$ cat config.mk
export PLATFORM = sky130hd
export DESIGN_NAME = alu_shift_sequencer_flat
export DESIGN_NICKNAME = d
export VERILOG_FILES = /design/src/rtl/alu_shift_sequencer_pkg.sv /design/src/rtl/alu_shift_sequencer_if.sv /design/src/rtl/alu_shift_sequencer.sv /design/src/flat_wrapper.sv
export SDC_FILE = /design/constraint.sdc
export NUM_CORES = 1
export LEC_CHECK = 0
export ABC_AREA = 1
export CELL_PAD_IN_SITES_DETAIL_PLACEMENT = 2
export CELL_PAD_IN_SITES_GLOBAL_PLACEMENT = 2
export CORE_UTILIZATION = 24
export CTS_CLUSTER_SIZE = 8
export DETAILED_ROUTE_END_ITERATION = 10
export PLACE_DENSITY_LB_ADDON = 0.1
export SYNTH_ARGS = -nofsm -noshare
export SYNTH_HDL_FRONTEND = slang
export SYNTH_SLANG_ARGS = --single-unit
$ cat constraint.sdc
create_clock -name clk -period 6.05 [get_ports clk]
set_input_delay 0.9075 -clock clk [delete_from_list [all_inputs] [get_ports clk]]
set_output_delay 0.9075 -clock clk [all_outputs]
set_load 0.02 [all_outputs]
$ cat src/rtl/alu_shift_sequencer_pkg.sv
// Shared definitions for the multi-cycle shift sequencer: ALU opcodes,
// shift-kind encodings and the controller state enum.
package alu_shift_sequencer_pkg;

    localparam logic [3:0] ALU_SLL1 = 4'b1010;
    localparam logic [3:0] ALU_SRL1 = 4'b1011;
    localparam logic [3:0] ALU_SLA1 = 4'b1100;
    localparam logic [3:0] ALU_SRA1 = 4'b1101;
    localparam logic [3:0] ALU_ZERO = 4'b1111;

    typedef enum logic [1:0] {
        SHIFT_LL = 2'b00,
        SHIFT_LR = 2'b01,
        SHIFT_AL = 2'b10,
        SHIFT_AR = 2'b11
    } shift_type_e;

    typedef enum logic [1:0] {
        ST_IDLE  = 2'd0,
        ST_SHIFT = 2'd1,
        ST_DONE  = 2'd2
    } state_e;

    // Single-bit ALU opcode that applies one step of the given shift kind.
    function automatic logic [3:0] shift_opcode(input shift_type_e kind);
        logic [3:0] op;
        op = ALU_ZERO;
        case (kind)
            SHIFT_LL: op = ALU_SLL1;
            SHIFT_LR: op = ALU_SRL1;
            SHIFT_AL: op = ALU_SLA1;
            SHIFT_AR: op = ALU_SRA1;
        endcase
        return op;
    endfunction

endpackage

$ cat src/rtl/alu_shift_sequencer_if.sv
// Request/response and ALU-side signals of the shift sequencer. The slave
// modport is the sequencer; the master modport is the parent wiring the ALU.
interface alu_shift_sequencer_if #(
    parameter int DATA_WIDTH  = 32,
    parameter int SHAMT_WIDTH = 5
);

    logic                   start;
    logic [1:0]             shift_type;
    logic [DATA_WIDTH-1:0]  operand;
    logic [SHAMT_WIDTH-1:0] shamt;
    logic                   busy;
    logic                   done;
    logic [DATA_WIDTH-1:0]  result;
    logic [DATA_WIDTH-1:0]  alu_in_1;
    logic [DATA_WIDTH-1:0]  alu_in_2;
    logic [3:0]             alu_op;
    logic [DATA_WIDTH-1:0]  alu_result;

    modport slave (
        input  start, shift_type, operand, shamt, alu_result,
        output busy, done, result, alu_in_1, alu_in_2, alu_op
    );

    modport master (
        output start, shift_type, operand, shamt, alu_result,
        input  busy, done, result, alu_in_1, alu_in_2, alu_op
    );

endinterface

$ cat src/rtl/alu_shift_sequencer.sv
// Multi-cycle shifter built on a one-bit-per-operation ALU: the accumulator is
// fed through the ALU once per cycle until the requested amount is applied.
module alu_shift_sequencer
    import alu_shift_sequencer_pkg::*;
#(
    parameter int DATA_WIDTH  = 32,
    parameter int SHAMT_WIDTH = 5
) (
    input  logic                 clk,
    input  logic                 reset,
    alu_shift_sequencer_if.slave bus
);

    state_e                 r_state;
    state_e                 w_next_state;
    logic [DATA_WIDTH-1:0]  r_acc;
    logic [DATA_WIDTH-1:0]  w_acc_next;
    logic [SHAMT_WIDTH-1:0] r_cnt;
    logic [SHAMT_WIDTH-1:0] w_cnt_next;
    shift_type_e            r_type;
    shift_type_e            w_type_next;
    logic [DATA_WIDTH-1:0]  r_result;
    logic [3:0]             w_alu_op;

    // NOTE: every signal gets a default before the case so no path leaves a
    // variable unassigned, which would otherwise infer a latch.
    always_comb begin
        w_next_state = r_state;
        w_acc_next   = r_acc;
        w_cnt_next   = r_cnt;
        w_type_next  = r_type;
        w_alu_op     = ALU_ZERO;

        case (r_state)
            ST_IDLE: begin
                if (bus.start) begin
                    w_acc_next   = bus.operand;
                    w_cnt_next   = bus.shamt;
                    w_type_next  = shift_type_e'(bus.shift_type);
                    w_next_state = (bus.shamt != '0) ? ST_SHIFT : ST_DONE;
                end
            end
            ST_SHIFT: begin
                w_alu_op   = shift_opcode(r_type);
                w_acc_next = bus.alu_result;
                w_cnt_next = r_cnt - SHAMT_WIDTH'(1);
                if (r_cnt == SHAMT_WIDTH'(1)) begin
                    w_next_state = ST_DONE;
                end
            end
            ST_DONE: begin
                w_next_state = ST_IDLE;
            end
            default: begin
                w_next_state = ST_IDLE;
            end
        endcase
    end

    // NOTE: state is updated with non-blocking assignments so every register
    // samples the values from before the edge, independent of statement order.
    always_ff @(posedge clk or posedge reset) begin
        if (reset) begin
            r_state  <= ST_IDLE;
            r_acc    <= '0;
            r_cnt    <= '0;
            r_type   <= SHIFT_LL;
            r_result <= '0;
        end else begin
            r_state <= w_next_state;
            r_acc   <= w_acc_next;
            r_cnt   <= w_cnt_next;
            r_type  <= w_type_next;
            // Capture the value the accumulator takes on this edge, so the final
            // shift step (or the raw operand when shamt is 0) lands in result.
            if (w_next_state == ST_DONE) begin
                r_result <= w_acc_next;
            end
        end
    end

    assign bus.busy     = (r_state != ST_IDLE);
    assign bus.done     = (r_state == ST_DONE);
    assign bus.result   = r_result;
    assign bus.alu_in_1 = r_acc;
    assign bus.alu_in_2 = '0;
    assign bus.alu_op   = w_alu_op;

endmodule
$ cat src/flat_wrapper.sv
// flat-port wrapper written by rule: the top's interface ports become plain ports
module alu_shift_sequencer_flat import alu_shift_sequencer_pkg::*;
#(
    parameter int DATA_WIDTH  = 32,
    parameter int SHAMT_WIDTH = 5
)
  (clk, reset, bus_start, bus_shift_type, bus_operand, bus_shamt, bus_alu_result, bus_busy, bus_done, bus_result, bus_alu_in_1, bus_alu_in_2, bus_alu_op);
  alu_shift_sequencer_if #(.DATA_WIDTH(DATA_WIDTH), .SHAMT_WIDTH(SHAMT_WIDTH)) bus_i ();
  input  logic clk;
  input  logic reset;
  input wire logic [$bits(bus_i.start)-1:0] bus_start;
  input wire logic [$bits(bus_i.shift_type)-1:0] bus_shift_type;
  input wire logic [$bits(bus_i.operand)-1:0] bus_operand;
  input wire logic [$bits(bus_i.shamt)-1:0] bus_shamt;
  input wire logic [$bits(bus_i.alu_result)-1:0] bus_alu_result;
  output wire logic [$bits(bus_i.busy)-1:0] bus_busy;
  output wire logic [$bits(bus_i.done)-1:0] bus_done;
  output wire logic [$bits(bus_i.result)-1:0] bus_result;
  output wire logic [$bits(bus_i.alu_in_1)-1:0] bus_alu_in_1;
  output wire logic [$bits(bus_i.alu_in_2)-1:0] bus_alu_in_2;
  output wire logic [$bits(bus_i.alu_op)-1:0] bus_alu_op;
  assign bus_i.start = bus_start;
  assign bus_i.shift_type = bus_shift_type;
  assign bus_i.operand = bus_operand;
  assign bus_i.shamt = bus_shamt;
  assign bus_i.alu_result = bus_alu_result;
  assign bus_busy = bus_i.busy;
  assign bus_done = bus_i.done;
  assign bus_result = bus_i.result;
  assign bus_alu_in_1 = bus_i.alu_in_1;
  assign bus_alu_in_2 = bus_i.alu_in_2;
  assign bus_alu_op = bus_i.alu_op;
  alu_shift_sequencer #(.DATA_WIDTH(DATA_WIDTH), .SHAMT_WIDTH(SHAMT_WIDTH)) u_core (.clk(clk), .reset(reset), .bus(bus_i));
endmodule
==> impl_metrics.toml, run 1 <==
[status]
status = "finished clean"

[setup_path]
cp.required_ns = 5.14
slowest_delay_ns = 1.02
start_kind = "register"
slowest_stage = "nor2_4"
worstSetupEndpointType = "primary output"
worstPathMaxFanout = 40
worstPathCellList = "nor2_4, nand2_1, clkdlybuf4s50_1"
crit_type = "reg -> out"
arrival_ns = 2.77

[yosys]
ys_ff_latch = 73
post_synth_inst_count = 556
yosysSeqAreaShare = 0.4498
synth_edf_count = 0
ys_warn_count = 0
synth.avg_cell_area_sq_um = 7.305
ys_types = 24
syn_area_sq_um = 4061
synthArstFlopShare = 1.000
synthFlopType = "dfrtp_1"

[clock_network]
cts_max_level = 3
ctsResizeCount = 0
cts_buffers = 9
cts_num_sinks = 73
holdBufCountCts = 0
cts_tree = "yes"
clockBufferDepth = 2
clk_latency_ns = 0.34
cts_setup_buffers = 0
clk_pin_slew_worst_paths_ns = 0.06
clock-root-buffer = "clkbuf_16"

[global_route]
grt-ovfl-total = 0
grt_antenna_before_repair = 0
grt_max_degree = 74
grt_pass1_wl_mm = 24.04
grt_usage = 0.1755
grt_pass1_vias = 4503

[detailed_routing]
drt_iter0_markers = 93
drt_wl_total_mm = 14.55
dr.pass1.iters = 4
post_drt_wl_per_cell_microns = 16.03
vias = 3968
vias_per_cell = 4.370
route.detailed.drc = 0
wl_met3_microns = 639
drt-met1-wl_mm = 6.315
dr.max_layer_used = "met4"
wl_met2_mm = 7.342
antenna_left = 0

[final_layout]
layout.nets = 759
drive_above_1_share = 0.04506
layout_commonest_cell = "nand2_1"
design_area_sq_um = 5846
diodes = 0
syn_to_final_growth_pct = 43.93
n_fill_cell = 1961
final_cell_mix = "nand2_1 (237), clkdlybuf4s50_1 (141), inv_1 (74)"
final_core_util = 0.3538

[floorplan]
core_region_area_sq_um = 16520
die_width_microns = 132.1
die-area_sq_um = 17450
ios = 176
die_h_microns = 132.1
fp-row-count = 47
initial_core_util = 0.2458

[sta]
hold_viol = 0
rsz0062_at_grt = "false"
setup_ws_ns = 2.370
min_period_ns = 3.680
max_slew.worst_pin.slew_ns = 1.153
maxSlewHeadroom = 0.2292
setup_violations = 0
fin_tns_setup_ns = 0
drv_slew = 0
timing.final.crit_share = 0.6083
worst_clock_skew_ns = 0.006342
max_freq_ghz = 0.2717

[place]
postPlaceCellArea_sq_um = 5492
gp_congestion = 0.7364
post-place-ws_ns = 2.458
io_buffers = 142
hpwl_mm = 9.964

[flow_run]
maxCapViolations = 0

[pwr]
leakagePower_nw = 2.950
p_total_mw = 3.084
powerDensity_nw_per_um2 = 527.6
irDropWorstVdd_mv = 0.1932

[hold_path]
hold_class = "reg -> reg"
## critical path: cells and delay by family (launching register included)
family / cells / cell delay, ns
simple gates: 2 / 1.14
flops: 1 / 0.71
buf+inv: 1 / 0.59
## final cells by class
| type | instances | area (sq um) | area share |
|---|---|---|---|
| clock buffer | 10 | 239.0 | 0.04088 |
| clock inverter | 6 | 115.1 | 0.01969 |
| tap | 220 | 275.3 | 0.04709 |
| multi-input combinational | 377 | 1663 | 0.2845 |
| inverter | 78 | 294.0 | 0.05030 |
| sequential | 73 | 1828 | 0.3127 |
| timing repair buffer | 144 | 1431 | 0.2449 |
## power by group
group / switching (mW) / internal, mW / leakage, nW / total (mW)
Sequential: 0.205 / 0.735 / 0.867 / 0.940
Combinational: 0.873 / 0.639 / 1.91 / 1.51
Clock: 0.216 / 0.416 / 0.169 / 0.631
Total: 1.29 / 1.79 / 2.95 / 3.08
## kinds of logic (layout without fill, tap and decap cells)
group	after synthesis	after routing	share of synthesized area
simple gates	308	308	0.3145
buf+inv	137	238	0.1694
flops	73	73	0.4498
compound gates	33	33	0.05607
fa+ha+maj	2	2	0.006160
other cells	2	33	0.001849
xor+xnor	1	1	0.002157
## flip-flops by register name (all words and copies together), names as in the netlist
signal               flops
u_core.bus.alu_in_1     32
u_core.bus.result       32
u_core.r_cnt             5
u_core.r_state           2
u_core.r_type            2
## worst paths after layout
path | start | to | depth (start not counted) | slack [ns]
hold / removal | u_core.r_type[0]$_DFFE_PP0P_ | u_core.r_type[0]$_DFFE_PP0P_ | 2 | 0.48
hold reg to reg | u_core.r_type[0]$_DFFE_PP0P_ | u_core.r_type[0]$_DFFE_PP0P_ | 2 | 0.48
max in group asynchronous | reset | u_core.r_state[1]$_DFF_PP0_ | 3 | 4.15
setup reg to reg | u_core.r_state[1]$_DFF_PP0_ | u_core.bus.result[21]$_DFFE_PP0N_ | 5 | 2.60
min in group asynchronous | reset | u_core.r_type[1]$_DFFE_PP0P_ | 3 | 1.19
setup / recovery | u_core.r_state[1]$_DFF_PP0_ | bus_alu_op[1] | 3 | 2.37
## stage by stage
| stage | std cells | hold slack [ns] |
|---|---|---|
| floorplan | 587 | 0.4414 |
| global placement | 892 | 0.4600 |
| detailed placement | 892 | 0.4784 |
| CTS | 908 | 0.4951 |
| global route | 908 | 0.5039 |
| finish | 908 | 0.4815 |
## routing by layer
| metal | global-route usage | vias to the layer above |
|---|---|---|
| met1 | 0.2137 | 1952 |
| met3 | 0.02730 | 16 |
| met5 | 0 | - |
| met2 | 0.3116 | 115 |
| met4 | 0.06395 | 0 |
| li1 | - | 1885 |
## synthesized netlist by cell type (all sizes together) (4+ instances only)
master  count  area (sq um)
nand2     240         913.4
inv        77         289.0
dfrtp      73          1827
buf        55         380.4
nand3      55         275.3
o211ai     25         187.7
nor2        9         48.80
o21ai       7         35.03
clkbuf      4         15.01
(Power assumes the default switching activity.)
==> inputs of run 2 (changes only) <==
--- a/config.mk
+++ b/config.mk
@@ -8,7 +8,7 @@
 export ABC_AREA = 1
 export CELL_PAD_IN_SITES_DETAIL_PLACEMENT = 2
 export CELL_PAD_IN_SITES_GLOBAL_PLACEMENT = 2
-export CORE_UTILIZATION = 24
+export CORE_UTILIZATION = 20
 export CTS_CLUSTER_SIZE = 8
 export DETAILED_ROUTE_END_ITERATION = 10
 export PLACE_DENSITY_LB_ADDON = 0.1
==> constraint.sdc (replaced) <==
create_clock -name clk -period 3.25 [get_ports clk]
set_input_delay 0.4875 -clock clk [delete_from_list [all_inputs] [get_ports clk]]
set_output_delay 0.4875 -clock clk [all_outputs]
set_load 0.02 [all_outputs]
==> run 2 against run 1 <==
- sequential power grew 84%
- non-clock buffer count grew 5
- final area grew 2.0%
- combinational power grew 90%
- clock skew shrank 0.00055 ns
- wire length grew 7.2%
- worst hold slack gained 0.019 ns
- register-to-register slack lost 1.5 ns
- via count shrank 0.13%
- critical path type unchanged
- largest cell class unchanged
==> impl_metrics.toml, run 2 (synthesis results as in run 1) <==
[status]
status = "finished clean"

[sta]
rsz0062_at_grt = "false"
fin_tns_setup_ns = 0
min_period_ns = 2.670
drv_slew = 0
setup_violations = 0
holdWs_ns = 0.5000
max_freq_ghz = 0.3745
timing.final.crit_share = 0.8215
worst_clock_skew_ns = 0.005793
max_slew.worst_pin.slew_ns = 0.8210
hold_viol = 0
maxSlewHeadroom = 0.4520

[final_layout]
final_cell_mix = "nand2_1 (237), clkdlybuf4s50_1 (141), inv_1 (74)"
diodes = 0
syn_to_final_growth_pct = 46.80
drive_above_1_share = 0.05195
layout.nets = 764
layout_commonest_cell = "nand2_1"

[setup_path]
start_kind = "register"
r2r_slack_ns = 1.10
reg2reg_depth = 7
worstSetupEndpointType = "primary output"
arrival_ns = 2.18
regToRegEndpoint = "u_core.bus.result[21]$_DFFE_PP0N_"
worstPathMaxFanout = 19
crit_type = "reg -> out"
cp.required_ns = 2.76
r2r_start = "u_core.r_state[1]$_DFF_PP0_"

[global_route]
grt-ovfl-total = 0
grt_pass1_vias = 4449
grt_pass1_wl_mm = 24.21
grt_usage = 0.1553
grt_max_degree = 40
grt_antenna_before_repair = 0

[detailed_routing]
drt_wl_total_mm = 15.60
dr.pass1.iters = 4
route.detailed.drc = 0
antenna_left = 0
post_drt_wl_per_cell_microns = 16.28
drt_iter0_markers = 107
vias_per_cell = 4.137
vias = 3963

[clock_network]
cts_setup_buffers = 0
cts_tree = "yes"
clockBufferDepth = 2
clk_pin_slew_worst_paths_ns = 0.06
cts_buffers = 9
clk_latency_ns = 0.34
ctsResizeCount = 0
holdBufCountCts = 0
cts_num_sinks = 73
cts_max_level = 3
clock-root-buffer = "clkbuf_16"

[floorplan]
fp-row-count = 51
die-area_sq_um = 20880
ios = 176
initial_core_util = 0.2066
core_region_area_sq_um = 19650
die_h_microns = 144.5
die_width_microns = 144.5

[pwr]
irDropWorstVdd_mv = 0.2825
leakagePower_nw = 2.984
p_total_mw = 5.815
powerDensity_nw_per_um2 = 975.4

[place]
gp_congestion = 0.7340
hpwl_mm = 11.00
io_buffers = 142

[hold_path]
holdPathEnd = "u_core.r_type[0]$_DFFE_PP0P_"
hold_class = "reg -> reg"
hold_path_depth = 2
worstHoldStart = "u_core.r_type[0]$_DFFE_PP0P_"

[flow_run]
maxCapViolations = 0
==> run 2: stage by stage <==
step / setup WS [ns] / instance area [sq um] / instances / utilization
after global routing: 0.4779 / 5962 / 958 / 0.3033
after floorplan: 0.9092 / 4178 / 587 / -
after global placement: 0.9912 / 5598 / 942 / 0.2848
after detailed placement: 0.9396 / 5598 / 942 / 0.2848
final: 0.5801 / 5962 / 958 / 0.3033
after CTS: 0.5479 / 5962 / 958 / 0.3033
==> run 2: worst max path at each step <==
stage,start,end,slack (ns),depth (start not counted)
floorplan,reset,u_core.bus.alu_in_1[0]$_DFF_PP0_,0.91,1
global placement,u_core.r_state[1]$_DFF_PP0_,bus_alu_op[2],0.99,4
detailed placement,u_core.r_state[1]$_DFF_PP0_,bus_alu_op[2],0.94,4
CTS,u_core.r_state[1]$_DFF_PP0_,bus_alu_op[2],0.55,4
global route,u_core.r_state[1]$_DFF_PP0_,bus_alu_op[2],0.48,4
finish,u_core.r_state[1]$_DFF_PP0_,bus_alu_op[2],0.58,4
==> run 2: final cells by class <==
cell class              instances  area (sq um)
fillers                      2317         13690
flip-flops and latches         73          1828
multi-input cells             377          1663
repair buffers                149          1481
well taps                     265         331.6
inverters                      78         294.0
clock buffers                  12         266.5
clock inverters                 4         97.59
==> run 2: where the power goes <==
part / switching [mW] / total [mW] / internal [mW] / leakage [nW]
combinational: 1.66 / 2.87 / 1.21 / 1.94
clock: 0.407 / 1.22 / 0.813 / 0.175
sequential: 0.362 / 1.73 / 1.37 / 0.867
total: 2.43 / 5.82 / 3.39 / 2.98
==> run 2: critical path, cell delays in order (launching register included) <==
cell,delay (ns)
dfrtp_2,0.60
inv_1,0.20
nand2_1,0.16
or2_2,0.32
clkdlybuf4s50_1,0.54
==> run 2: layer usage <==
metal	global-route usage	up-vias	share of wire
met5	0	-	0
met4	0.05485	0	0.016
met3	0.02848	15	0.046
met2	0.2563	109	0.47
met1	0.2018	1940	0.47
li1	-	1899	-
